==> src/rtl/ahb_cmd_pkg.sv <==
`default_nettype none
// ============================================================================
// Module      : ahb_cmd_pkg
// Description : Shared AHB encodings, FSM states and command record.
// Revision    : 1.0
// ============================================================================
package ahb_cmd_pkg;

    localparam int CMD_ADDR_WIDTH = 32;
    localparam int CMD_DATA_WIDTH = 64;

    localparam logic [1:0] HTRANS_IDLE   = 2'b00;
    localparam logic [1:0] HTRANS_BUSY   = 2'b01;
    localparam logic [1:0] HTRANS_NONSEQ = 2'b10;
    localparam logic [1:0] HTRANS_SEQ    = 2'b11;

    localparam logic [2:0] HBURST_SINGLE   = 3'b000;
    localparam logic [3:0] HPROT_DATA_PRIV = 4'b0011;

    typedef enum logic [0:0] {
        RUN  = 1'b0,
        ERR2 = 1'b1
    } state_e;

    typedef struct packed {
        logic                      write;
        logic [CMD_ADDR_WIDTH-1:0] addr;
        logic [2:0]                size;
        logic [CMD_DATA_WIDTH-1:0] wdata;
    } cmd_t;

endpackage : ahb_cmd_pkg
`default_nettype wire

==> src/rtl/ahb_cmd_manager_if.sv <==
`default_nettype none
// ============================================================================
// Module      : ahb_cmd_manager_if
// Description : Command, response and AHB-Lite manager signal bundle.
// Revision    : 1.0
// ============================================================================
interface ahb_cmd_manager_if #(
    parameter int ADDR_WIDTH = 32,
    parameter int DATA_WIDTH = 64
);
    logic                  cmd_valid;
    logic                  cmd_ready;
    logic                  cmd_write;
    logic [ADDR_WIDTH-1:0] cmd_addr;
    logic [2:0]            cmd_size;
    logic [DATA_WIDTH-1:0] cmd_wdata;

    logic                  rsp_valid;
    logic                  rsp_error;
    logic                  rsp_abort;
    logic [DATA_WIDTH-1:0] rsp_rdata;

    logic [ADDR_WIDTH-1:0] HADDR;
    logic [1:0]            HTRANS;
    logic                  HWRITE;
    logic [2:0]            HSIZE;
    logic [2:0]            HBURST;
    logic [3:0]            HPROT;
    logic                  HMASTLOCK;
    logic [DATA_WIDTH-1:0] HWDATA;
    logic                  HREADY;
    logic                  HRESP;
    logic [DATA_WIDTH-1:0] HRDATA;

    modport master (
        input  cmd_valid, cmd_write, cmd_addr, cmd_size, cmd_wdata,
        output cmd_ready,
        output rsp_valid, rsp_error, rsp_abort, rsp_rdata,
        output HADDR, HTRANS, HWRITE, HSIZE, HBURST, HPROT, HMASTLOCK, HWDATA,
        input  HREADY, HRESP, HRDATA
    );

    modport slave (
        output cmd_valid, cmd_write, cmd_addr, cmd_size, cmd_wdata,
        input  cmd_ready,
        input  rsp_valid, rsp_error, rsp_abort, rsp_rdata,
        input  HADDR, HTRANS, HWRITE, HSIZE, HBURST, HPROT, HMASTLOCK, HWDATA,
        output HREADY, HRESP, HRDATA
    );

endinterface : ahb_cmd_manager_if
`default_nettype wire

==> src/rtl/ahb_wait_timer.sv <==
`default_nettype none
// ============================================================================
// Module      : ahb_wait_timer
// Description : Counts consecutive data-phase wait cycles; sticky hang flag.
// Revision    : 1.0
// ============================================================================
module ahb_wait_timer #(
    parameter int TIMEOUT = 256
) (
    input  wire logic clk,
    input  wire logic rst,
    input  wire logic i_wait,
    output logic      o_hang
);

    if (TIMEOUT > 0) begin : g_timer
        localparam int                 c_cnt_w = $clog2(TIMEOUT + 1);
        localparam logic [c_cnt_w-1:0] c_limit = c_cnt_w'(TIMEOUT);
        localparam logic [c_cnt_w-1:0] c_last  = c_cnt_w'(TIMEOUT - 1);

        logic [c_cnt_w-1:0] r_count;
        logic               r_hang;

        // Count saturates at the limit so a long stall cannot wrap around.
        always_ff @(posedge clk) begin
            if (rst) begin
                r_count <= '0;
                r_hang  <= 1'b0;
            end else if (i_wait) begin
                if (r_count != c_limit) begin
                    r_count <= r_count + c_cnt_w'(1);
                end
                if (r_count == c_last) begin
                    r_hang <= 1'b1;
                end
            end else begin
                r_count <= '0;
            end
        end

        assign o_hang = r_hang;
    end else begin : g_no_timer
        assign o_hang = 1'b0;
    end

endmodule : ahb_wait_timer
`default_nettype wire

==> src/rtl/ahb_cmd_manager.sv <==
`default_nettype none
// ============================================================================
// Module      : ahb_cmd_manager
// Description : Command stream to single AHB-Lite transfers with one-deep
//               address pipelining, ERROR handling, error count, hang flag.
// Revision    : 1.0
// ============================================================================
module ahb_cmd_manager
    import ahb_cmd_pkg::*;
#(
    parameter int ADDR_WIDTH = CMD_ADDR_WIDTH,
    parameter int DATA_WIDTH = CMD_DATA_WIDTH,
    parameter int TIMEOUT    = 256
) (
    input  wire logic          HCLK,
    input  wire logic          HRESET,
    ahb_cmd_manager_if.master  bus,
    output logic [15:0]        err_count,
    output logic               hang
);

    localparam logic [2:0] c_max_size = 3'($clog2(DATA_WIDTH / 8));

    state_e                r_state;
    state_e                w_state_nxt;
    logic                  r_a_vld;
    cmd_t                  r_a_cmd;
    logic                  r_d_vld;
    logic                  r_d_write;
    logic [DATA_WIDTH-1:0] r_d_wdata;
    logic                  r_rsp_valid;
    logic                  r_rsp_error;
    logic                  r_rsp_abort;
    logic [DATA_WIDTH-1:0] r_rsp_rdata;
    logic [15:0]           r_err_count;

    logic w_cmd_ready;
    logic w_cmd_load;
    logic w_a_adv;
    logic w_d_done;
    logic w_err_enter;

    always_ff @(posedge HCLK) begin
        if (HRESET) begin
            r_state <= RUN;
        end else begin
            r_state <= w_state_nxt;
        end
    end

    // ERR2 is the second cycle of an ERROR response; stay until HREADY rises.
    always_comb begin
        w_state_nxt = r_state;
        w_a_adv     = 1'b0;
        w_err_enter = 1'b0;
        w_cmd_ready = 1'b0;
        w_d_done    = r_d_vld && bus.HREADY;
        case (r_state)
            RUN: begin
                w_a_adv     = r_a_vld && bus.HREADY;
                w_err_enter = r_d_vld && bus.HRESP && !bus.HREADY;
                w_cmd_ready = !r_a_vld || bus.HREADY;
                if (w_err_enter) begin
                    w_state_nxt = ERR2;
                end
            end
            ERR2: begin
                if (bus.HREADY || !bus.HRESP) begin
                    w_state_nxt = RUN;
                end
            end
            default: w_state_nxt = RUN;
        endcase
    end

    assign w_cmd_load = bus.cmd_valid && w_cmd_ready;

    always_ff @(posedge HCLK) begin
        if (HRESET) begin
            r_a_vld     <= 1'b0;
            r_a_cmd     <= '0;
            r_d_vld     <= 1'b0;
            r_d_write   <= 1'b0;
            r_d_wdata   <= '0;
            r_rsp_valid <= 1'b0;
            r_rsp_error <= 1'b0;
            r_rsp_abort <= 1'b0;
            r_rsp_rdata <= '0;
        end else begin
            r_rsp_valid <= 1'b0;
            r_rsp_error <= 1'b0;
            r_rsp_abort <= 1'b0;
            r_rsp_rdata <= '0;

            // A pending address phase behind an errored transfer is cancelled
            // on entry to ERR2, so its abort pulse precedes the completion.
            if (w_err_enter && r_a_vld) begin
                r_a_vld     <= 1'b0;
                r_rsp_valid <= 1'b1;
                r_rsp_error <= 1'b1;
                r_rsp_abort <= 1'b1;
            end else if (w_cmd_load) begin
                r_a_vld <= 1'b1;
                r_a_cmd <= '{write: bus.cmd_write, addr: bus.cmd_addr,
                             size: bus.cmd_size, wdata: bus.cmd_wdata};
            end else if (w_a_adv) begin
                r_a_vld <= 1'b0;
            end

            if (w_a_adv) begin
                r_d_vld   <= 1'b1;
                r_d_write <= r_a_cmd.write;
                r_d_wdata <= r_a_cmd.wdata;
            end else if (w_d_done) begin
                r_d_vld <= 1'b0;
            end

            if (w_d_done) begin
                r_rsp_valid <= 1'b1;
                r_rsp_error <= bus.HRESP;
                r_rsp_rdata <= r_d_write ? '0 : bus.HRDATA;
            end
        end
    end

    always_ff @(posedge HCLK) begin
        if (HRESET) begin
            r_err_count <= '0;
        end else if (r_rsp_valid && r_rsp_error && (r_err_count != 16'hFFFF)) begin
            r_err_count <= r_err_count + 16'd1;
        end
    end

    ahb_wait_timer #(
        .TIMEOUT (TIMEOUT)
    ) u_wait_timer (
        .clk    (HCLK),
        .rst    (HRESET),
        .i_wait (r_d_vld && !bus.HREADY),
        .o_hang (hang)
    );

    assign bus.cmd_ready = w_cmd_ready;
    assign bus.rsp_valid = r_rsp_valid;
    assign bus.rsp_error = r_rsp_error;
    assign bus.rsp_abort = r_rsp_abort;
    assign bus.rsp_rdata = r_rsp_rdata;
    assign bus.HTRANS    = (r_a_vld && (r_state != ERR2)) ? HTRANS_NONSEQ : HTRANS_IDLE;
    assign bus.HADDR     = r_a_cmd.addr;
    assign bus.HWRITE    = r_a_cmd.write;
    assign bus.HSIZE     = r_a_cmd.size;
    assign bus.HWDATA    = r_d_wdata;
    assign bus.HBURST    = HBURST_SINGLE;
    assign bus.HPROT     = HPROT_DATA_PRIV;
    assign bus.HMASTLOCK = 1'b0;
    assign err_count     = r_err_count;

    a_err2_hresp : assert property (@(posedge HCLK) disable iff (HRESET)
        (r_state == ERR2) |-> bus.HRESP);
    a_cmd_size : assert property (@(posedge HCLK) disable iff (HRESET)
        w_cmd_load |-> (bus.cmd_size <= c_max_size));
    a_single_only : assert property (@(posedge HCLK) disable iff (HRESET)
        (bus.HTRANS != HTRANS_BUSY) && (bus.HTRANS != HTRANS_SEQ));

endmodule : ahb_cmd_manager
`default_nettype wire

==> src/flat_wrapper.sv <==
// flat-port wrapper written by rule: the top's interface ports become plain ports
module ahb_cmd_manager_flat import ahb_cmd_pkg::*;
#(
    parameter int ADDR_WIDTH = CMD_ADDR_WIDTH,
    parameter int DATA_WIDTH = CMD_DATA_WIDTH,
    parameter int TIMEOUT    = 256
)
  (HCLK, HRESET, err_count, hang, bus_cmd_valid, bus_cmd_write, bus_cmd_addr, bus_cmd_size, bus_cmd_wdata, bus_cmd_ready, bus_rsp_valid, bus_rsp_error, bus_rsp_abort, bus_rsp_rdata, bus_HADDR, bus_HTRANS, bus_HWRITE, bus_HSIZE, bus_HBURST, bus_HPROT, bus_HMASTLOCK, bus_HWDATA, bus_HREADY, bus_HRESP, bus_HRDATA);
  ahb_cmd_manager_if #(.ADDR_WIDTH(ADDR_WIDTH), .DATA_WIDTH(DATA_WIDTH)) bus_i ();
  input  wire logic HCLK;
  input  wire logic HRESET;
  output logic [15:0] err_count;
  output logic hang;
  input wire logic [$bits(bus_i.cmd_valid)-1:0] bus_cmd_valid;
  input wire logic [$bits(bus_i.cmd_write)-1:0] bus_cmd_write;
  input wire logic [$bits(bus_i.cmd_addr)-1:0] bus_cmd_addr;
  input wire logic [$bits(bus_i.cmd_size)-1:0] bus_cmd_size;
  input wire logic [$bits(bus_i.cmd_wdata)-1:0] bus_cmd_wdata;
  output wire logic [$bits(bus_i.cmd_ready)-1:0] bus_cmd_ready;
  output wire logic [$bits(bus_i.rsp_valid)-1:0] bus_rsp_valid;
  output wire logic [$bits(bus_i.rsp_error)-1:0] bus_rsp_error;
  output wire logic [$bits(bus_i.rsp_abort)-1:0] bus_rsp_abort;
  output wire logic [$bits(bus_i.rsp_rdata)-1:0] bus_rsp_rdata;
  output wire logic [$bits(bus_i.HADDR)-1:0] bus_HADDR;
  output wire logic [$bits(bus_i.HTRANS)-1:0] bus_HTRANS;
  output wire logic [$bits(bus_i.HWRITE)-1:0] bus_HWRITE;
  output wire logic [$bits(bus_i.HSIZE)-1:0] bus_HSIZE;
  output wire logic [$bits(bus_i.HBURST)-1:0] bus_HBURST;
  output wire logic [$bits(bus_i.HPROT)-1:0] bus_HPROT;
  output wire logic [$bits(bus_i.HMASTLOCK)-1:0] bus_HMASTLOCK;
  output wire logic [$bits(bus_i.HWDATA)-1:0] bus_HWDATA;
  input wire logic [$bits(bus_i.HREADY)-1:0] bus_HREADY;
  input wire logic [$bits(bus_i.HRESP)-1:0] bus_HRESP;
  input wire logic [$bits(bus_i.HRDATA)-1:0] bus_HRDATA;
  assign bus_i.cmd_valid = bus_cmd_valid;
  assign bus_i.cmd_write = bus_cmd_write;
  assign bus_i.cmd_addr = bus_cmd_addr;
  assign bus_i.cmd_size = bus_cmd_size;
  assign bus_i.cmd_wdata = bus_cmd_wdata;
  assign bus_cmd_ready = bus_i.cmd_ready;
  assign bus_rsp_valid = bus_i.rsp_valid;
  assign bus_rsp_error = bus_i.rsp_error;
  assign bus_rsp_abort = bus_i.rsp_abort;
  assign bus_rsp_rdata = bus_i.rsp_rdata;
  assign bus_HADDR = bus_i.HADDR;
  assign bus_HTRANS = bus_i.HTRANS;
  assign bus_HWRITE = bus_i.HWRITE;
  assign bus_HSIZE = bus_i.HSIZE;
  assign bus_HBURST = bus_i.HBURST;
  assign bus_HPROT = bus_i.HPROT;
  assign bus_HMASTLOCK = bus_i.HMASTLOCK;
  assign bus_HWDATA = bus_i.HWDATA;
  assign bus_i.HREADY = bus_HREADY;
  assign bus_i.HRESP = bus_HRESP;
  assign bus_i.HRDATA = bus_HRDATA;
  ahb_cmd_manager #(.ADDR_WIDTH(ADDR_WIDTH), .DATA_WIDTH(DATA_WIDTH), .TIMEOUT(TIMEOUT)) u_core (.HCLK(HCLK), .HRESET(HRESET), .bus(bus_i), .err_count(err_count), .hang(hang));
endmodule
==> config.mk <==
export PLATFORM = sky130hd
export DESIGN_NAME = ahb_cmd_manager_flat
export DESIGN_NICKNAME = d
export VERILOG_FILES = /design/src/rtl/ahb_cmd_pkg.sv /design/src/rtl/ahb_cmd_manager_if.sv /design/src/rtl/ahb_wait_timer.sv /design/src/rtl/ahb_cmd_manager.sv /design/src/flat_wrapper.sv
export SDC_FILE = /design/constraint.sdc
export NUM_CORES = 1
export LEC_CHECK = 0
export CORE_MARGIN = 2
export CORE_UTILIZATION = 39
export CTS_CLUSTER_SIZE = 24
export DETAILED_ROUTE_END_ITERATION = 6
export GPL_ROUTABILITY_DRIVEN = 1
export PLACE_DENSITY_LB_ADDON = 0.3
export SLEW_MARGIN = 20
export SYNTH_ARGS = -nofsm -noshare
export SYNTH_HDL_FRONTEND = slang
export SYNTH_SLANG_ARGS = --single-unit
==> constraint.sdc <==
create_clock -name HCLK -period 2 [get_ports HCLK]
set_clock_uncertainty 0.2 [all_clocks]
set_input_delay 0.4 -clock HCLK [delete_from_list [all_inputs] [get_ports HCLK]]
set_output_delay 0.4 -clock HCLK [all_outputs]
set_load 0.01 [all_outputs]
==> flow_summary_export.csv <==
group,metric,value,unit
worst_hold_path,hp-class,"in -> reg",
detailed_routing,route.detailed.drc,0,
synth,synth_flop_cell,"dfxtp_1",
layout,regArea,5230,µm²
floorplanning,die_w,157,µm
sta,rsz0062_at_grt,"true",
global_routing,grt_pass1_wl,40500,µm
synth,synth.area.top_cells,"dfxtp_1 57%, nand2_1 14%, a21oi_1 9.9%, and2_1 4.4%, buf_4 3.7%",
layout,drive_gt1_share,9.62,%
critical_path,critPathSlowestCell,"or4_2",
sta,slew_viol_final,0,
layout,diodes,0,
place,hpwl,18800,µm
layout,fin_nets,1586,
clocking,htreeDepth,1,
place,postPlaceCellArea,13200,µm²
place,io_buffers,354,
synth,netlist.area_leader.share,57.2,%
synth,synthMostInstantiatedCell,"nand2_1",
synth,async_flop_share,0,%
clocking,ctsRootBufferMaster,"clkbuf_16",
critical_path,crit_path_start_kind,"flop",
power,cellPowerDensity,839,nW/µm²
detailed_routing,ant_nets,0,
global_routing,grt_max_degree,123,
sta,hold_violations,0,
sta,fin_ws,0.0370,ns
floorplanning,ios,364,
clocking,clock_tree.buffer_depth,3,
synth,synth_enable_flop_cells,0,
place,dpl_worst_slack,-0.462,ns
clocking,cts_tree,"built",
clocking,cts_sinks,261,
floorplanning,num_rows,56,
sta,setup_viol,0,
place,gp_congestion,0.834,
floorplanning,die_y,157,µm
layout,nFillCells,2097,
detailed_routing,num_vias,8228,
clocking,cts_buffers,28,
critical_path,worstPathRequired,2.26,ns
run_status,status,"finished clean",
sta,slew_headroom,61.8,%
critical_path,critPathMaxStageDelay,0.66,ns
layout,multi_input_area,3390,µm²
sta,worst_pin_slew,0.566,ns
synth,syn_inst,1067,
global_routing,grt_pass1_vias,7836,
synth,synth_area,9140,µm²
synth,synth_top_area_cell,"dfxtp_1",
synth,synth-seq-area-share,57.2,%
critical_path,path_class,"reg -> reg",
synth,synth-seq-cells,261,
power,leakage,0.00632,µW
synth,netlist-cell-type-count,45,
synth,syn_avg_cell_area,8.57,µm²
sta,max_clock_freq,0.509,GHz
sta,period_share,98.2,%
sta,fin_crit,1.96,ns
detailed_routing,first_iter_violations,383,
job,max_cap_violations,0,
critical_path,end_kind,"flop",
floorplanning,dieArea,24700,µm²
floorplanning,core,23300,µm²
critical_path,path_cells,"ha_1 -> nand3_1 -> nor4_2 -> buf_4 -> or4_2 -> a21oi_2",
floorplanning,initial_utilization,39.3,%
detailed_routing,dr.pass1.iters,5,
global_routing,grt.total_usage,20.4,%
detailed_routing,wl_per_cell,14.9,µm
synth,yosys-top-cells-count,"343 x nand2_1, 261 x dfxtp_1, 180 x a21oi_1",
clocking,clkTransAtPathRegs,0.06,ns
clocking,clk_latency,0.53,ns
synth,ys_warn_count,0,
detailed_routing,viasPerCell,4.69,
layout,syn_to_final_growth,53.7,%
global_routing,antenna_found_initial,1,
detailed_routing,drt_wl_total,26100,µm
critical_path,cp.arrival,2.22,ns
global_routing,grt_remaining_overflow,0,
power,peakVddDrop,0.000684,V
critical_path,crit_path_max_fanout,4,
layout,stdcell_area,14100,µm²
## placed cells by master (no fill, tap or decap), drive strengths merged, types with 3 or more instances in the layout
| master | n |
|---|---|
| o21ai | 7 |
| dlygate4sd2 | 170 |
| dlymetal6s2s | 12 |
| or4 | 7 |
| nor2 | 12 |
| clkdlybuf4s50 | 168 |
| nand2 | 343 |
| buf | 65 |
| clkinv | 5 |
| o21a | 3 |
| nor2b | 4 |
| o31ai | 6 |
| nor4 | 3 |
| nand3 | 10 |
| inv | 8 |
| xnor2 | 3 |
| ha | 4 |
| nand4 | 8 |
| xor2 | 5 |
| a21oi | 180 |
| and2 | 65 |
| clkbuf | 44 |
| bufinv | 3 |
| dfxtp | 261 |
| conb | 9 |
## path summary, 6_finish.rpt
path / cells after the start / slack, ns / startpoint / end
hold / removal: 3 / 0.22 / bus_cmd_size[0] / u_core.bus.HSIZE[0]$_SDFFE_PP0P_
hold reg to reg: 2 / 0.25 / u_core.r_a_cmd[49]$_SDFFE_PP0P_ / u_core.bus.HWDATA[49]$_SDFFE_PP0P_
setup reg to reg: 6 / 0.04 / u_core.err_count[0]$_SDFFE_PP0P_ / u_core.err_count[7]$_SDFFE_PP0P_
setup / recovery: 6 / 0.04 / u_core.err_count[0]$_SDFFE_PP0P_ / u_core.err_count[7]$_SDFFE_PP0P_
## cells by family after synthesis
| logic type | after synthesis | share of synthesized area [%] |
|---|---|---|
| AO/OA/AOI/OAI | 207 | 12.0 |
| XOR/XNOR | 8 | 0.767 |
| adder cells (fa/ha/maj) | 4 | 0.548 |
| buffers and inverters | 117 | 6.68 |
| flip-flops | 261 | 57.2 |
| multiplexers | 1 | 0.123 |
| other | 2 | 0.0822 |
| AND/OR/NAND/NOR | 467 | 22.6 |
## critical path, delay by kind of cell (launching register included)
kind	cells	cell delay, ns
AND/OR/NAND/NOR	3	0.86
flip-flops	1	0.32
adder cells (fa/ha/maj)	1	0.22
AO/OA/AOI/OAI	1	0.16
buffers and inverters	1	0.15
## layout make-up
| type | instances | area share (%) |
|---|---|---|
| repair buffers | 418 | 28.6 |
| clock inverters | 8 | 0.846 |
| well taps | 319 | 2.84 |
| inverters | 8 | 0.214 |
| clock buffers | 43 | 6.11 |
| multi-input cells | 696 | 24.1 |
| flip-flops and latches | 261 | 37.2 |
## power breakdown
| part | leakage [µW] | internal (µW) | switching, µW | total [µW] |
|---|---|---|---|---|
| sequential | 0.00213 | 5360 | 71.2 | 5430 |
| combinational | 0.00371 | 552 | 458 | 1010 |
| clock | 0.000484 | 3320 | 2030 | 5360 |
## state kept, by name, indices dropped and copies added (netlist names), 3 cells and up
name                                 flops
u_core.bus.rsp_rdata                    64
u_core.u_wait_timer.g_timer.r_count      9
u_core.r_a_cmd                          64
u_core.bus.HSIZE                         3
u_core.bus.HWDATA                       64
u_core.err_count                        16
u_core.bus.HADDR                        32
## timing repair
action,in CTS,in global routing
gates cloned,0,0
gates resized for setup,185,20
endpoints found under the hold margin,1,0
hold buffers,1,0
setup endpoints to repair,174,16
setup buffers,0,1
pin swaps,2,3
## per-stage QoR
stage                     std cells  util, %  TNS (ns)  total power (µW)  hold slack [ns]
final                          1753     60.4         0             11800            0.217
after global routing           1753     60.4   -0.0417             12200            0.199
after CTS                      1752     60.2         0             11900            0.189
after detailed placement       1700     56.8    -25.97              6610            0.242
after global placement         1700     56.8    -23.45              6590            0.235
after floorplan                1074        -         0              5980            0.232
## per-layer routing
layer | global-route usage, % | vias up | wire, µm
met4 | 6.67 | 2 | 854
met1 | 22.5 | 3786 | 9910
li1 | - | 4106 | -
met2 | 36.5 | 280 | 12900
met5 | 0 | - | 16
met3 | 7.27 | 54 | 2380
Note: power is estimated with default switching activity, not from simulation.
